**config.mk**
```make
export PLATFORM = sky130hd
export DESIGN_NAME = session_manager
export DESIGN_NICKNAME = d
export VERILOG_FILES = /design/src/rtl/session_pkg.sv /design/src/rtl/session_manager.sv
export SDC_FILE = /design/constraint.sdc
export NUM_CORES = 1
export LEC_CHECK = 0
export BUFFER_PORTS_ARGS = -buffer_cell sky130_fd_sc_hd__buf_2
export CAP_MARGIN = 25
export CORE_AREA = 8 8 115 117
export DETAILED_ROUTE_END_ITERATION = 8
export DIE_AREA = 0 0 123 125
export GPL_TIMING_DRIVEN = 0
export PLACE_DENSITY_LB_ADDON = 0.2
export SLEW_MARGIN = 5
export SYNTH_ARGS = -nofsm -noshare
export SYNTH_HDL_FRONTEND = slang
export SYNTH_SLANG_ARGS = --single-unit
```
**constraint.sdc**
```tcl
create_clock -name clk -period 4.8 [get_ports clk]
set_clock_uncertainty 0.2 [all_clocks]
set_input_delay 0.72 -clock clk [delete_from_list [all_inputs] [get_ports clk]]
set_output_delay 0.72 -clock clk [all_outputs]
set_load 0.005 [all_outputs]
```
**src/rtl/session_pkg.sv**
```systemverilog
// Shared types for the FIX session controller: verdict, message-type and
// error encodings plus the session FSM state.
package session_pkg;

    typedef enum logic [1:0] {
        VAL_VALID    = 2'd0,
        VAL_SEQ_HIGH = 2'd1,
        VAL_SEQ_LOW  = 2'd2,
        VAL_GARBLED  = 2'd3
    } validity_e;

    typedef enum logic [2:0] {
        MT_HB         = 3'd0,
        MT_TEST_REQ   = 3'd1,
        MT_RESEND_REQ = 3'd2,
        MT_REJECT     = 3'd3,
        MT_SEQ_RESET  = 3'd4,
        MT_LOGOUT     = 3'd5,
        MT_LOGON      = 3'd6,
        MT_APP        = 3'd7
    } msg_type_e;

    typedef enum logic [2:0] {
        ERR_NONE      = 3'd0,
        ERR_GAP       = 3'd1,
        ERR_SEQ_LOW   = 3'd2,
        ERR_GARBLED   = 3'd3,
        ERR_NO_LOGON  = 3'd4,
        ERR_DUP_LOGON = 3'd5,
        ERR_TIMEOUT   = 3'd6,
        ERR_RSVD      = 3'd7
    } err_e;

    typedef enum logic [1:0] {
        ST_IDLE   = 2'd0,
        ST_ACTIVE = 2'd1,
        ST_RESEND = 2'd2,
        ST_LOGOUT = 2'd3
    } state_e;

    // Undefined verdict codes 4-7 are folded onto GARBLED.
    function automatic validity_e decode_validity(input logic [2:0] v);
        validity_e r;
        case (v)
            3'd0:    r = VAL_VALID;
            3'd1:    r = VAL_SEQ_HIGH;
            3'd2:    r = VAL_SEQ_LOW;
            default: r = VAL_GARBLED;
        endcase
        return r;
    endfunction

endpackage

```
**src/rtl/session_manager.sv**
```systemverilog
// FIX session-layer controller for one TCP link: logon/active/resend/logout
// FSM producing registered one-cycle action pulses and held status outputs.
module session_manager
    import session_pkg::*;
#(
    parameter int HOST_W   = 10,
    parameter int COMPID_W = 256
) (
    input  logic                clk,
    input  logic                rst,
    input  logic                new_message_i,
    input  logic [2:0]          validity_i,
    input  logic                timeout_i,
    input  logic [HOST_W-1:0]   connected_host_i,
    input  logic [2:0]          type_i,
    input  logic                connected_i,
    input  logic                end_session_i,
    input  logic                resendDone_i,
    output logic                ignore_o,
    output logic                igonre_o,
    output logic                disconnect_o,
    output logic [2:0]          error_type_o,
    output logic                resendReq_o,
    output logic [COMPID_W-1:0] targetCompId_o,
    output logic                doResend_o,
    output logic                sendHeartbeat_o,
    output logic                sendLogout_o,
    output logic                messagereceived_o,
    output logic                updateSeqCounter_o,
    output logic [HOST_W-1:0]   seqCounterLoc_o,
    output logic [HOST_W-1:0]   disconnect_host_num_o,
    output logic                sendLogon_o,
    output logic                end_session_o
);

    state_e              state_r, state_s;
    validity_e           vld_s;
    msg_type_e           mt_s;
    logic                ignore_s, disconnect_s, resend_req_s, do_resend_s;
    logic                heartbeat_s, logout_s, msg_rx_s, upd_seq_s, logon_s, end_sess_s;
    logic [2:0]          err_s;
    logic [COMPID_W-1:0] tcid_s;
    logic [HOST_W-1:0]   loc_s, dhn_s;

    assign vld_s = decode_validity(validity_i);
    assign mt_s  = msg_type_e'(type_i);

    // Next-state and next-output decode, highest-priority event first.
    always_comb begin
        state_s      = state_r;
        ignore_s     = 1'b0;
        disconnect_s = 1'b0;
        resend_req_s = 1'b0;
        do_resend_s  = 1'b0;
        heartbeat_s  = 1'b0;
        logout_s     = 1'b0;
        msg_rx_s     = 1'b0;
        upd_seq_s    = 1'b0;
        logon_s      = 1'b0;
        end_sess_s   = 1'b0;
        err_s        = error_type_o;
        tcid_s       = targetCompId_o;
        loc_s        = seqCounterLoc_o;
        dhn_s        = disconnect_host_num_o;
        case (state_r)
            ST_IDLE: begin
                if (connected_i && new_message_i) begin
                    if (vld_s == VAL_VALID && mt_s == MT_LOGON) begin
                        logon_s   = 1'b1;
                        msg_rx_s  = 1'b1;
                        upd_seq_s = 1'b1;
                        loc_s     = connected_host_i;
                        tcid_s    = {{(COMPID_W-HOST_W){1'b0}}, connected_host_i};
                        err_s     = ERR_NONE;
                        state_s   = ST_ACTIVE;
                    end else begin
                        ignore_s     = 1'b1;
                        disconnect_s = 1'b1;
                        err_s        = ERR_NO_LOGON;
                        dhn_s        = connected_host_i;
                    end
                end else begin
                    state_s = ST_IDLE;
                end
            end
            ST_ACTIVE, ST_RESEND: begin
                if (!connected_i) begin
                    end_sess_s = 1'b1;
                    state_s    = ST_IDLE;
                end else if (timeout_i) begin
                    logout_s     = 1'b1;
                    disconnect_s = 1'b1;
                    err_s        = ERR_TIMEOUT;
                    state_s      = ST_IDLE;
                end else if (end_session_i) begin
                    logout_s = 1'b1;
                    state_s  = ST_LOGOUT;
                end else begin
                    if (new_message_i) begin
                        case (vld_s)
                            VAL_VALID: begin
                                msg_rx_s  = 1'b1;
                                upd_seq_s = 1'b1;
                                loc_s     = connected_host_i;
                                case (mt_s)
                                    MT_TEST_REQ:   heartbeat_s = 1'b1;
                                    MT_RESEND_REQ: do_resend_s = 1'b1;
                                    MT_LOGOUT: begin
                                        logout_s   = 1'b1;
                                        end_sess_s = 1'b1;
                                        state_s    = ST_IDLE;
                                    end
                                    MT_LOGON: begin
                                        disconnect_s = 1'b1;
                                        err_s        = ERR_DUP_LOGON;
                                        state_s      = ST_IDLE;
                                    end
                                    default: state_s = state_r;
                                endcase
                            end
                            VAL_SEQ_HIGH: begin
                                ignore_s = 1'b1;
                                if (state_r == ST_ACTIVE) begin
                                    resend_req_s = 1'b1;
                                    err_s        = ERR_GAP;
                                    state_s      = ST_RESEND;
                                end else begin
                                    state_s = state_r;
                                end
                            end
                            VAL_SEQ_LOW: begin
                                logout_s     = 1'b1;
                                disconnect_s = 1'b1;
                                err_s        = ERR_SEQ_LOW;
                                dhn_s        = connected_host_i;
                                state_s      = ST_IDLE;
                            end
                            default: begin
                                ignore_s = 1'b1;
                                err_s    = ERR_GARBLED;
                            end
                        endcase
                    end else begin
                        state_s = state_r;
                    end
                    // Gap fill completes unless the same-cycle message closed the session.
                    if (state_r == ST_RESEND && resendDone_i && state_s != ST_IDLE) begin
                        state_s = ST_ACTIVE;
                    end else begin
                        state_s = state_s;
                    end
                end
            end
            ST_LOGOUT: begin
                if (!connected_i) begin
                    end_sess_s = 1'b1;
                    state_s    = ST_IDLE;
                end else if (timeout_i) begin
                    disconnect_s = 1'b1;
                    end_sess_s   = 1'b1;
                    err_s        = ERR_TIMEOUT;
                    state_s      = ST_IDLE;
                end else if (new_message_i) begin
                    if (vld_s == VAL_VALID && mt_s == MT_LOGOUT) begin
                        msg_rx_s   = 1'b1;
                        upd_seq_s  = 1'b1;
                        end_sess_s = 1'b1;
                        state_s    = ST_IDLE;
                    end else begin
                        ignore_s = 1'b1;
                    end
                end else begin
                    state_s = ST_LOGOUT;
                end
            end
            default: state_s = ST_IDLE;
        endcase
    end

    // State and output registers.
    always_ff @(posedge clk or negedge rst) begin
        if (!rst) begin
            state_r               <= ST_IDLE;
            ignore_o              <= 1'b0;
            igonre_o              <= 1'b0;
            disconnect_o          <= 1'b0;
            error_type_o          <= 3'd0;
            resendReq_o           <= 1'b0;
            targetCompId_o        <= {COMPID_W{1'b0}};
            doResend_o            <= 1'b0;
            sendHeartbeat_o       <= 1'b0;
            sendLogout_o          <= 1'b0;
            messagereceived_o     <= 1'b0;
            updateSeqCounter_o    <= 1'b0;
            seqCounterLoc_o       <= {HOST_W{1'b0}};
            disconnect_host_num_o <= {HOST_W{1'b0}};
            sendLogon_o           <= 1'b0;
            end_session_o         <= 1'b0;
        end else begin
            state_r               <= state_s;
            ignore_o              <= ignore_s;
            igonre_o              <= ignore_s;
            disconnect_o          <= disconnect_s;
            error_type_o          <= err_s;
            resendReq_o           <= resend_req_s;
            targetCompId_o        <= tcid_s;
            doResend_o            <= do_resend_s;
            sendHeartbeat_o       <= heartbeat_s;
            sendLogout_o          <= logout_s;
            messagereceived_o     <= msg_rx_s;
            updateSeqCounter_o    <= upd_seq_s;
            seqCounterLoc_o       <= loc_s;
            disconnect_host_num_o <= dhn_s;
            sendLogon_o           <= logon_s;
            end_session_o         <= end_sess_s;
        end
    end

endmodule

```
# Yosys cells after proc, flatten, opt, wreduce, memory -nomap -nowiden
# Cells that the tools add are included.
[word_totals] inputBits=23 regBits=44
[op_classes] n_eq_ne=28 reduce_logical=18 n_mux=118
[ops] op="$mux W10" count=14
[ops] op="$mux W1" count=64
[ops] op="$pmux W10 S2" count=2
[ops] op="$mux W2" count=17
[ops] op="$mux W3" count=10
[ops] op="$reduce_and A8 Y1" count=3
[ops] op="$ne A2 B2 Y1 const B" count=10
[ops] op="$pmux W2 S3" count=3
[ops] op="$pmux W3 S3" count=2
[ops] op="$ne A3 B3 Y1 const B" count=3
[ops] op="$pmux W1 S3" count=3
[ops] op="$ne A4 B4 Y1 const B" count=2
[ops] op="$eq A2 B2 Y1 const B" count=3
[ops] op="$eq A3 B1 Y1 const B" count=2
[ops] op="$eq A3 B2 Y1 const B" count=2
[ops] op="$eq A3 B3 Y1 const B" count=2
[ops] op="$pmux W1 S2" count=3
[ops] op="$reduce_or A2 Y1" count=3
[ops] op="$logic_and A1 B1 Y1" count=5
[ops] op="$ne A5 B5 Y1 const B" count=1
[ops] op="$eq A2 B1 Y1 const B" count=2
[ops] op="$logic_not A2 Y1" count=2
[ops] op="$reduce_bool A2 Y1" count=2
[ops] op="$logic_not A3 Y1" count=1
[ops] op="other kinds (3)" count=3

# Logic depth before layout (Yosys ltp)
# Gate-level depths: netlist of run 1.
[depth] depth_word=16 ltp_mapped=8

# Worst setup path before layout of run 1
# Ideal clock, no wire load.
[synth_path] path_type="input to register" startpoint="input validity_i[0]" endpoint="register seqCounterLoc_o[0]" t_required_ns=4.475 setup_slack_ns=2.256 setup_time_ns=0.125 path_stages=6 path_buffers=3 arrival_ns=2.219 path_cell_list="buf_6 -> or3_1 -> buf_2 -> or4_4 -> buf_6 -> mux2_4"
[synth_between] elab_chain_len=6 elab_cells_between_ends=9 classes_between="eq/ne: 4; mux: 1; reduce/logical: 4"
[synth_lines] element="start, declared" line_no="session_manager.sv:12" text="input logic [2:0] validity_i,"
[synth_lines] element="$eq A3 B2 Y1, or another cell as far along" line_no="session_pkg.sv:44" text="case (v)"
[synth_lines] element="$pmux W2 S3 *" line_no="session_pkg.sv:44"
[synth_lines] element="$logic_not A2 Y1 *" line_no="session_manager.sv:68, session_manager.sv:100"
[synth_lines] element="$logic_and A1 B1 Y1" line_no="session_manager.sv:68" text="if (vld_s == VAL_VALID && mt_s == MT_LOGON) begin"
[synth_lines] element="$ne A2 B2 Y1 (no source line)"
[synth_lines] element="$reduce_and A8 Y1 (no source line) *"
[synth_lines] element="end signal, assigned" line_no="session_manager.sv:195" text="seqCounterLoc_o <= {HOST_W{1'b0}};"
[synth_lines] element="end signal, assigned" line_no="session_manager.sv:212" text="seqCounterLoc_o <= loc_s;"
[synth_lines] element="end, declared" line_no="session_manager.sv:30" text="output logic [HOST_W-1:0] seqCounterLoc_o,"
# Every way passes the cells marked *; elsewhere a longest branch is shown, timed or not.
# A chain may end at the register's enable or synchronous reset.

# Worst setup path after layout of run 1
[layout_path] startpoint="register state_r[0]" endpoint="register seqCounterLoc_o[1]"
[layout_between] elab_chain_len=4 elab_cells_between_ends=14 classes_between="eq/ne: 9; mux: 1; reduce/logical: 4"
[layout_lines] element="start, declared" line_no="session_manager.sv:36" text="state_e state_r, state_s;"
[layout_lines] element="start signal, assigned" line_no="session_manager.sv:200" text="state_r <= state_s;"
[layout_lines] element="$eq A2 B1 Y1 / $eq A2 B2 Y1 (equally long branches)" line_no="session_manager.sv:65" text="case (state_r)"
[layout_lines] element="$reduce_or A2 Y1" line_no="session_manager.sv:65"
[layout_lines] element="$ne A2 B2 Y1 (no source line) / $reduce_bool A2 Y1 (equally long branches)"
[layout_lines] element="$reduce_and A8 Y1 (no source line)"
# Parallel ways exist; a longest one is shown, timed or not.

==> results.py, run 1 <==
metrics = {
    "outcome": {
        "status": "finished clean",
    },
    "floorplan": {
        "io_pins": 313,
        "die_w_um": 123,
        "fp.coreArea_mm2": 0.01161,
        "start_util": 0.3512,
        "rows": 40,
        "chipHeight_um": 125,
        "dieArea_mm2": 0.01538,
    },
    "logic_synthesis": {
        "synthDistinctLibCells": 45,
        "yosys.area.top_type": "buf_4",
        "synthTopCellsByArea": "buf_4 (46%), dfrtp_1 (27%), mux2_2 (6.1%), mux2_4 (3.7%), ha_1 (1.5%)",
        "ys_seq_area_frac": 0.2700,
        "synth-edff-count": 0,
        "ys_async_sr_fraction": 1.000,
        "synth_top_area_frac": 0.4566,
        "ys_warn_count": 0,
        "syn_avg_cell_area_um2": 9.184,
        "syn_inst": 444,
        "synth_flop_cell": "dfrtp_1",
        "yosys-top-cells-count": "buf_4 (248), dfrtp_1 (44), mux2_2 (22), nor2_1 (12), nand2_1 (11)",
        "synthesis.area_mm2": 0.004078,
        "ys_ff_latch": 44,
        "yosysMostFrequentCell": "buf_4",
    },
    "finish": {
        "final_nets": 788,
        "drive_gt1_frac": 0.4757,
        "n_antenna_cell": 0,
        "area_delta_synth_final_pct": 39.64,
        "nFillCells": 1142,
        "final_cell_area_mm2": 0.005694,
    },
    "worst_setup_path": {
        "start_kind": "flip-flop",
        "path_class": "reg2reg",
        "reg2reg_from": "state_r[0]",
        "required_ps": 4760,
        "critPathLaunch": "state_r[0]",
        "endpoint_kind": "flip-flop",
        "crit_fanout": 10,
        "rr_worst_depth": 7,
        "crit_arrival_ps": 2690,
    },
    "power_and_ir_drop": {
        "peakVddDrop_v": 0.0002675,
        "seqPwrFrac": 0.335,
        "intPower_mw": 1.066,
        "power_density_mw_per_mm2": 272.3,
        "p_sw_frac": 0.3128,
        "net-switching-power_mw": 0.4851,
        "comb_power_share": 0.406,
        "leakage_nw": 3.582,
        "pwr-share-clk": 0.259,
        "power_mw": 1.551,
    },
    "global_routing": {
        "first_global_vias": 3105,
        "track_usage": 0.1373,
        "antenna_found_initial": 0,
        "grt_max_degree": 45,
        "grt_pass1_wl_um": 16920,
        "grt_overflow": 0,
    },
    "drt": {
        "drt_wl_total_um": 11190,
        "postRouteAntennaNets": 0,
        "route.detailed.drc": 0,
        "vias": 3149,
        "drt-pass1-iter-count": 4,
        "wl_met3_um": 1268,
        "dr.max_layer_used": "met4",
        "wire_per_inst_um": 12.32,
        "dr.first_iter.drc_count": 118,
        "met1_length_um": 3385,
        "wl_met2_um": 6377,
        "post_drt_via_cell_ratio": 3.468,
    },
    "cts": {
        "cts_tree": "built",
        "hold_buffers": 0,
        "post-cts-setup-buffers": 0,
        "cts_buffers": 5,
        "cts-root-buf": "clkbuf_16",
        "path_clk_slew_ps": 60,
        "cts_sinks": 44,
        "htree_levels": 2,
        "cts_buffer_depth": 2,
        "clk_latency_ps": 280,
        "ctsResizeCount": 0,
    },
    "place": {
        "place_hpwl_um": 9746,
        "postPlaceCellArea_mm2": 0.005497,
        "routabilityCongestion": 0.8524,
        "numPortBuffers": 63,
    },
    "timing": {
        "setup-violations-final": 0,
        "drv_slew": 0,
        "period_share": 0.5676,
        "worst_pin_slew_ps": 841.3,
        "fin_hold_ws_ps": 66.64,
        "fmaxAchievable_ghz": 0.3670,
        "final.setup.tns_ps": 0,
        "hold_violations": 0,
        "grt_setup_unrepaired": "no",
        "fin_crit_ps": 2725,
        "max_slew_margin": 0.4320,
    },
    "run": {
        "drv_cap": 0,
    },
    "hold_path": {
        "hold_path_class": "in2async",
    },
}
-- registers in the layout, indices dropped and copies added (netlist names) --
register,flops
error_type_o,3
disconnect_o,1
end_session_o,1
updateSeqCounter_o,1
doResend_o,1
sendLogon_o,1
sendLogout_o,1
disconnect_host_num_o,10
seqCounterLoc_o,10
igonre_o,1
state_r,2
sendHeartbeat_o,1
targetCompId_o,10
resendReq_o,1
-- worst paths after layout --
check | to | slack, ps
max | seqCounterLoc_o[1] | 2080
min | sendHeartbeat_o | 70
max reg2reg | seqCounterLoc_o[1] | 2080
min reg2reg | error_type_o[0] | 290
max in group asynchronous | error_type_o[1] | 3900
min in group clk | error_type_o[0] | 290
-- metal layers --
| layer | track usage | vias to the layer above |
|---|---|---|
| li1 | - | 1589 |
| met1 | 0.1155 | 1395 |
| met2 | 0.2794 | 155 |
| met3 | 0.05356 | 10 |
| met4 | 0.03969 | 0 |
| met5 | 0 | - |
-- final cells by class --
| class | instances | area (um^2) | area share |
|---|---|---|---|
| Tap cell | 147 | 183.9 | 0.03230 |
| Inverter | 6 | 22.52 | 0.003955 |
| Multi-Input combinational cell | 380 | 1954 | 0.3432 |
| Buffer | 259 | 1919 | 0.3371 |
| Clock inverter | 2 | 38.79 | 0.006812 |
| Timing Repair Buffer | 64 | 335.3 | 0.05889 |
| Sequential cell | 44 | 1101 | 0.1934 |
| Clock buffer | 6 | 138.9 | 0.02439 |
-- cell usage in the layout (no fill, tap or decap), types with 3 or more instances in the layout --
master / n
or2_2: 3
o21ai_0: 9
a31oi_1: 3
mux2_2: 22
buf_2: 64
conb_1: 246
dfrtp_1: 44
nand2_1: 11
a21oi_1: 10
nor4_1: 4
nand3_1: 4
buf_4: 248
clkbuf_16: 5
or3_1: 5
mux2_4: 10
ha_1: 5
clkbuf_1: 7
nor2_1: 12
nand2b_1: 6
inv_1: 6
-- stage by stage --
stage / util / setup slack, ps / std cells
6_report: 0.4904 / 2076 / 908
5_1_grt: 0.4904 / 1996 / 908
4_1_cts: 0.4887 / 2105 / 907
3_5_place_dp: 0.4734 / 1880 / 899
3_3_place_gp: 0.4734 / 1902 / 899
2_1_floorplan: - / 2256 / 689
-- logic make-up after synthesis --
logic type / synth area share
fa+ha+maj: 0.01534
compound gates: 0.06352
other cells: 0.0009196
xor+xnor: 0.002148
mux: 0.09758
simple gates: 0.07426
buf+inv: 0.4762
flops: 0.2700
-- power groups by stage --
stage	sequential, mW	clock (mW)	combinational (mW)
floorplan	0.530	0	0.417
global placement	0.522	0	0.599
detailed placement	0.525	0	0.606
finish	0.519	0.402	0.630
CTS	0.520	0.411	0.608
global route	0.532	0.426	0.692
-- critical path: stages (launching register included) --
cell and delay (ps):
dfrtp_1 500, inv_1 110, ha_1 320, clkbuf_1 240, o22a_1 260, or4_4 490, buf_6 180, mux2_4 310
Note: power is estimated with default switching activity, not from simulation.
==> inputs of run 2 (changes only) <==
ABC_AREA = 1   (was not set)
CORE_AREA = not set   (was 8 8 115 117)
CORE_MARGIN = 8   (was not set)
CORE_UTILIZATION = 37   (was not set)
DIE_AREA = not set   (was 0 0 123 125)
clock period = 2.2 ns   (was 4.8 ns; I/O delays follow)
==> run 2 against run 1 <==
Compared with the run above:
- via count up 6.5%
- die area down 5.0%
- largest cell class unchanged
- critical path depth up 4
- largest power group is now registers
- area after synthesis down 0.18%
- total power up 62%
==> results.py, run 2 <==
metrics = {
    "cts": {
        "clk_latency_ps": 290,
        "cts_buffers": 5,
        "htree_levels": 2,
        "cts_tree": "built",
        "path_clk_slew_ps": 90,
        "cts-root-buf": "clkbuf_8",
        "cts_sinks": 44,
        "cts_buffer_depth": 2,
    },
    "floorplan": {
        "io_pins": 313,
        "chipHeight_um": 120.9,
        "dieArea_mm2": 0.01461,
        "die_w_um": 120.9,
        "rows": 38,
        "start_util": 0.3771,
        "fp.coreArea_mm2": 0.01079,
    },
    "logic_synthesis": {
        "synthesis.area_mm2": 0.004070,
        "syn_inst": 502,
        "synthSimpleGateAreaFrac": 0.1085,
        "yosys.area.top_type": "buf_4",
        "yosys-top-cells-count": "buf_4 (250), nand2_1 (61), dfrtp_1 (44), inv_1 (31)",
        "syn_avg_cell_area_um2": 8.108,
        "synth-edff-count": 0,
        "synth_flop_cell": "dfrtp_1",
        "synth_top_family_by_area": "buffers and inverters",
        "synth_compound_area_frac": 0.09499,
        "synthTopCellsByArea": "buf_4 (46%), dfrtp_1 (27%), nand2_1 (5.6%), o21ai_2 (3.7%), inv_1 (2.9%)",
        "yosysMostFrequentCell": "buf_4",
        "synth_top_area_frac": 0.4611,
        "ys_warn_count": 0,
        "ys_async_sr_fraction": 1.000,
        "synthDistinctLibCells": 28,
        "synth_xor_area_frac": 0,
        "synth_fa_ha_area_frac": 0.01537,
        "ys_seq_area_frac": 0.2705,
        "ys_ff_latch": 44,
        "post_synth_mux_area_share": 0,
    },
    "place": {
        "numPortBuffers": 64,
        "routabilityCongestion": 0.8845,
        "place_hpwl_um": 10110,
        "place_ws_ps": -13.46,
    },
    "timing": {
        "final.setup.tns_ps": 0,
        "max_slew_margin": 0.6405,
        "fin_crit_ps": 2063,
        "grt_setup_unrepaired": "no",
        "drv_slew": 0,
        "setup-violations-final": 0,
        "period_share": 0.9379,
        "fmaxAchievable_ghz": 0.4847,
        "hold_violations": 0,
        "worst_pin_slew_ps": 539.3,
        "layout_setup_ws_ps": 136.7,
    },
    "worst_setup_path": {
        "required_ps": 2190,
        "crit_arrival_ps": 2050,
        "path_cells": "inv_1 > ha_4 > inv_4 > nor2_1 > o21ai_1 > o21ai_2 > a21oi_2 > o21ai_2 > buf_6 > nand2_1 > o21ai_2",
        "critPathSlowestCell": "dfrtp_2",
        "crit_fanout": 10,
        "path_class": "reg2reg",
        "path_common_cell": "o21ai_2",
        "endpoint_kind": "flip-flop",
        "start_kind": "flip-flop",
        "crit_path_max_incr_delay_ps": 450,
    },
    "finish": {
        "final_nets": 852,
        "final_cell_mix": "buf_4 (254), conb_1 (246), buf_2 (66), nand2_1 (61), dfrtp_1 (42)",
        "area_delta_synth_final_pct": 39.84,
        "multiInputGateArea_mm2": 0.001827,
        "nFillCells": 1065,
        "drive_gt1_frac": 0.4509,
        "n_antenna_cell": 0,
        "reg.largest.list": "disconnect_host_num_o x10, seqCounterLoc_o x10, targetCompId_o x10",
        "final_common_cell": "buf_4",
        "regArea_mm2": 0.001104,
    },
    "global_routing": {
        "grt_pass1_wl_um": 17120,
        "first_global_vias": 3184,
        "track_usage": 0.1478,
        "antenna_found_initial": 0,
        "grt_max_degree": 45,
        "grt_overflow": 0,
    },
    "drt": {
        "post_drt_via_cell_ratio": 3.477,
        "drt-pass1-iter-count": 4,
        "postRouteAntennaNets": 0,
        "route.detailed.drc": 0,
        "wire_per_inst_um": 12.07,
        "wl_met3_um": 1297,
        "met1_length_um": 3724,
        "dr.max_layer_used": "met4",
        "drt_wl_total_um": 11650,
        "wl_met2_um": 6527,
        "dr.first_iter.drc_count": 129,
        "vias": 3355,
    },
    "power_and_ir_drop": {
        "power_density_mw_per_mm2": 441.9,
        "peakVddDrop_v": 0.0003419,
        "leakage_nw": 3.677,
    },
    "outcome": {
        "status": "finished clean",
    },
    "hold_path": {
        "hold_path_class": "in2reg",
    },
    "run": {
        "drv_cap": 0,
    },
}
[run 2: where the power goes]
group	internal, mW	switching, mW
clock network	0.372	0.288
logic	0.463	0.434
registers	0.906	0.0535
[run 2: worst max-delay path: cells and delay by family (launching register included)]
kind                     cells  cell delay (ps)
AO/OA/AOI/OAI                5              570
flip-flops                   1              450
buffers and inverters        3              380
adder cells (fa/ha/maj)      1              240
AND/OR/NAND/NOR              2              120
[run 2: cell type report]
| cell class | instances | area share |
|---|---|---|
| multi-input cells | 409 | 0.3209 |
| clock inverters | 2 | 0.006815 |
| clock buffers | 6 | 0.01451 |
| repair buffers | 70 | 0.06815 |
| plain buffers | 256 | 0.3394 |
| flip-flops and latches | 44 | 0.1939 |
| inverters | 38 | 0.02550 |
| well taps | 140 | 0.03078 |
[run 2: worst paths after layout]
| path | endpoint | slack (ps) | cells past startpoint | from |
|---|---|---|---|---|
| max in group asynchronous | state_r[0] | 940 | 3 | rst |
| worst max-delay path | disconnect_host_num_o[6] | 140 | 11 | state_r[0] |
| worst min register to register | seqCounterLoc_o[9] | 280 | 2 | seqCounterLoc_o[9] |
| worst max register to register | disconnect_host_num_o[6] | 140 | 11 | state_r[0] |
| min in group asynchronous | updateSeqCounter_o | 340 | 2 | rst |
| worst min-delay path | sendHeartbeat_o | 50 | 2 | type_i[2] |
[run 2: cell families (layout without fill, tap and decap cells)]
kind of cell / Yosys count / in the layout
adders and majority gates: 5 / 5
DFF: 44 / 44
AOI/OAI and AO/OA: 61 / 61
buffers and inverters: 294 / 372
other: 1 / 246
and+or+nand+nor: 97 / 97
[run 2: layer usage]
| metal | up-vias | track usage |
|---|---|---|
| met4 | 0 | 0.01874 |
| met2 | 163 | 0.2922 |
| met1 | 1469 | 0.1380 |
| li1 | 1714 | - |
| met3 | 9 | 0.06608 |
| met5 | - | 0 |
[run 2: through the flow]
step | cells | utilization | total power [mW] | hold slack, ps | cell area (um^2)
after global placement | 951 | 0.5082 | 1.815 | 262.3 | 5485
after detailed placement | 951 | 0.5082 | 1.820 | 264.2 | 5485
after global routing | 965 | 0.5274 | 2.701 | 88.46 | 5692
after CTS | 959 | 0.5197 | 2.499 | 32.80 | 5609
after floorplan | 747 | - | 1.594 | -165.6 | 4990
final | 965 | 0.5274 | 2.515 | 53.26 | 5692
[run 2: what timing repair did]
item	CTS	global route
hold buffers	0	1
pin swaps	0	1
setup endpoints to repair	20	32
resized for setup	2	3
setup buffers	0	4
hold endpoints to repair	0	20
==> inputs of run 3 (changes only) <==
ABC_AREA = not set   (was 1)
BUFFER_PORTS_ARGS = -buffer_cell sky130_fd_sc_hd__buf_4   (was -buffer_cell sky130_fd_sc_hd__buf_2)
==> run 3 against run 2 <==
Compared with the run above:
- the flow now finishes with violations (negative setup slack)
- combinational power up 83%
- first-iteration DRC count up 3.1%
- non-clock buffer count grew 6
- critical path depth is 4 lower
- critical path type unchanged
- critical endpoint is now seqCounterLoc_o[7]
- largest cell class unchanged
==> results.py, run 3 (synthesis results as in run 1) <==
metrics = {
    "hold_path": {
        "hold_path_class": "in2reg",
    },
    "place": {
        "place_hpwl_um": 9977,
        "routabilityCongestion": 0.8841,
        "post-place-cells": 892,
        "postPlaceCellArea_mm2": 0.005672,
        "numPortBuffers": 63,
    },
    "cts": {
        "cts_sinks": 44,
        "cts_buffers": 5,
        "cts_tree": "built",
        "cts-root-buf": "clkbuf_8",
        "htree_levels": 2,
        "clk_latency_ps": 300,
        "cts_buffer_depth": 2,
        "path_clk_slew_ps": 90,
    },
    "global_routing": {
        "grtUsageMet3": 0.07213,
        "track_usage": 0.1422,
        "grt_overflow": 0,
        "use_met1": 0.1195,
        "first_global_vias": 3094,
        "grtUsageMet2": 0.2829,
        "grt_max_degree": 45,
        "grt_pass1_wl_um": 16820,
        "antenna_found_initial": 0,
        "busiest_layer": "met2",
    },
    "finish": {
        "reg.largest.list": "disconnect_host_num_o x10, seqCounterLoc_o x10, targetCompId_o x10",
        "final_cell_mix": "buf_4 (319), conb_1 (246), dfrtp_1 (42), mux2_2 (22), nor2_1 (12)",
        "n_antenna_cell": 0,
        "area_delta_synth_final_pct": 44.77,
        "nFillCells": 976,
        "final_common_cell": "buf_4",
        "drive_gt1_frac": 0.4922,
        "final_cell_area_mm2": 0.005903,
        "final_nets": 797,
        "final_cells": 910,
    },
    "timing": {
        "layout_setup_ws_ps": -159.9,
        "drv_slew": 0,
        "worst_pin_slew_ps": 771.8,
        "max_slew_margin": 0.4790,
        "setup-violations-final": 10,
        "hold_violations": 0,
        "fmaxAchievable_ghz": 0.4238,
        "period_share": 1.073,
        "grt_setup_unrepaired": "yes",
        "fin_crit_ps": 2360,
    },
    "worst_setup_path": {
        "cp-endpoint": "seqCounterLoc_o[7]",
        "reg2reg_to": "seqCounterLoc_o[7]",
        "critPathSlowestCell": "or4_4",
        "crit_arrival_ps": 2350,
        "endpoint_kind": "flip-flop",
        "rr_worst_depth": 7,
        "required_ps": 2190,
        "path_class": "reg2reg",
        "crit_fanout": 5,
        "critPathLaunch": "state_r[1]",
        "reg2reg_from": "state_r[1]",
        "path_cells": "inv_2 > ha_4 > buf_8 > o22a_1 > or4_4 > clkbuf_16 > mux2_4",
        "start_kind": "flip-flop",
        "ff2ff_setup_slack_ps": -160,
        "crit_path_max_incr_delay_ps": 530,
    },
    "drt": {
        "route.detailed.drc": 0,
        "drt-pass1-iter-count": 4,
        "postRouteAntennaNets": 0,
        "post_drt_via_cell_ratio": 3.538,
        "vias": 3220,
        "dr.first_iter.drc_count": 133,
        "wire_per_inst_um": 12.56,
        "drt_wl_total_um": 11430,
    },
    "floorplan": {
        "io_pins": 313,
        "die_w_um": 121.0,
        "rows": 38,
        "start_util": 0.3778,
        "dieArea_mm2": 0.01464,
        "chipHeight_um": 121.0,
        "fp.coreArea_mm2": 0.01079,
    },
    "outcome": {
        "status": "finished with violations",
        "violations": "negative setup slack",
    },
    "power_and_ir_drop": {
        "power_density_mw_per_mm2": 577.3,
        "leakage_nw": 3.639,
        "peakVddDrop_v": 0.0004018,
    },
    "run": {
        "drv_cap": 0,
    },
}
[run 3: through the flow]
step	hold WS [ps]	util	power, mW	worst slack (ps)	setup TNS [ps]
after floorplan	-165.6	-	2.103	-121.1	-1211
after global placement	155.5	0.5255	2.607	-271.9	-6985
after detailed placement	154.7	0.5255	2.623	-308.8	-7507
after CTS	40.47	0.5400	3.285	-157.9	-1457
after global routing	50.60	0.5470	3.650	-203.9	-1949
final	47.69	0.5470	3.408	-159.9	-1442
[run 3: worst min path at each step]
stage                   start                  endpoint  slack [ps]  cells past startpoint
floorplan                 rst  disconnect_host_num_o[0]        -170                      0
global placement          rst           sendHeartbeat_o         160                      1
detailed placement        rst           sendHeartbeat_o         150                      1
CTS                 type_i[2]                doResend_o          40                      2
global route        type_i[2]           sendHeartbeat_o          50                      2
finish              type_i[2]                doResend_o          50                      2
[run 3: worst max-delay path: cells and delay by family (launching register included)]
| family | cells | cell delay [ps] |
|---|---|---|
| AO/OA/AOI/OAI | 1 | 190 |
| adder cells (fa/ha/maj) | 1 | 210 |
| buffers and inverters | 3 | 390 |
| flip-flops | 1 | 430 |
| multiplexers | 1 | 290 |
| AND/OR/NAND/NOR | 1 | 530 |
[run 3: repair_timing]
action                     CTS  global route
hold buffers                 1             0
resized for setup            5             5
buffers inserted             3             5
setup endpoints to repair   32            23
hold endpoints to repair    44             0
cloned                       0             1
[run 3: power by group]
part,internal [mW],switching [mW],leakage [nW]
clock network,0.342,0.287,0.0548
registers,1.02,0.119,0.573
logic,0.971,0.669,3.01
total,2.33,1.08,3.64
[run 3: layout make-up]
cell class / count / area (um^2) / area share
Timing Repair Buffer: 73 / 568.0 / 0.09623
Tap cell: 140 / 175.2 / 0.02967
Buffer: 259 / 1942 / 0.3290
Inverter: 6 / 26.28 / 0.004451
Multi-Input combinational cell: 380 / 1973 / 0.3343
Clock buffer: 5 / 68.82 / 0.01166
Sequential cell: 44 / 1104 / 0.1869
Clock inverter: 3 / 46.29 / 0.007842
[run 3: metal layers]
layer / vias up / share of wire
met5: - / 0
met4: 0 / 0.018
met3: 15 / 0.13
met2: 179 / 0.56
met1: 1422 / 0.29
li1: 1604 / -
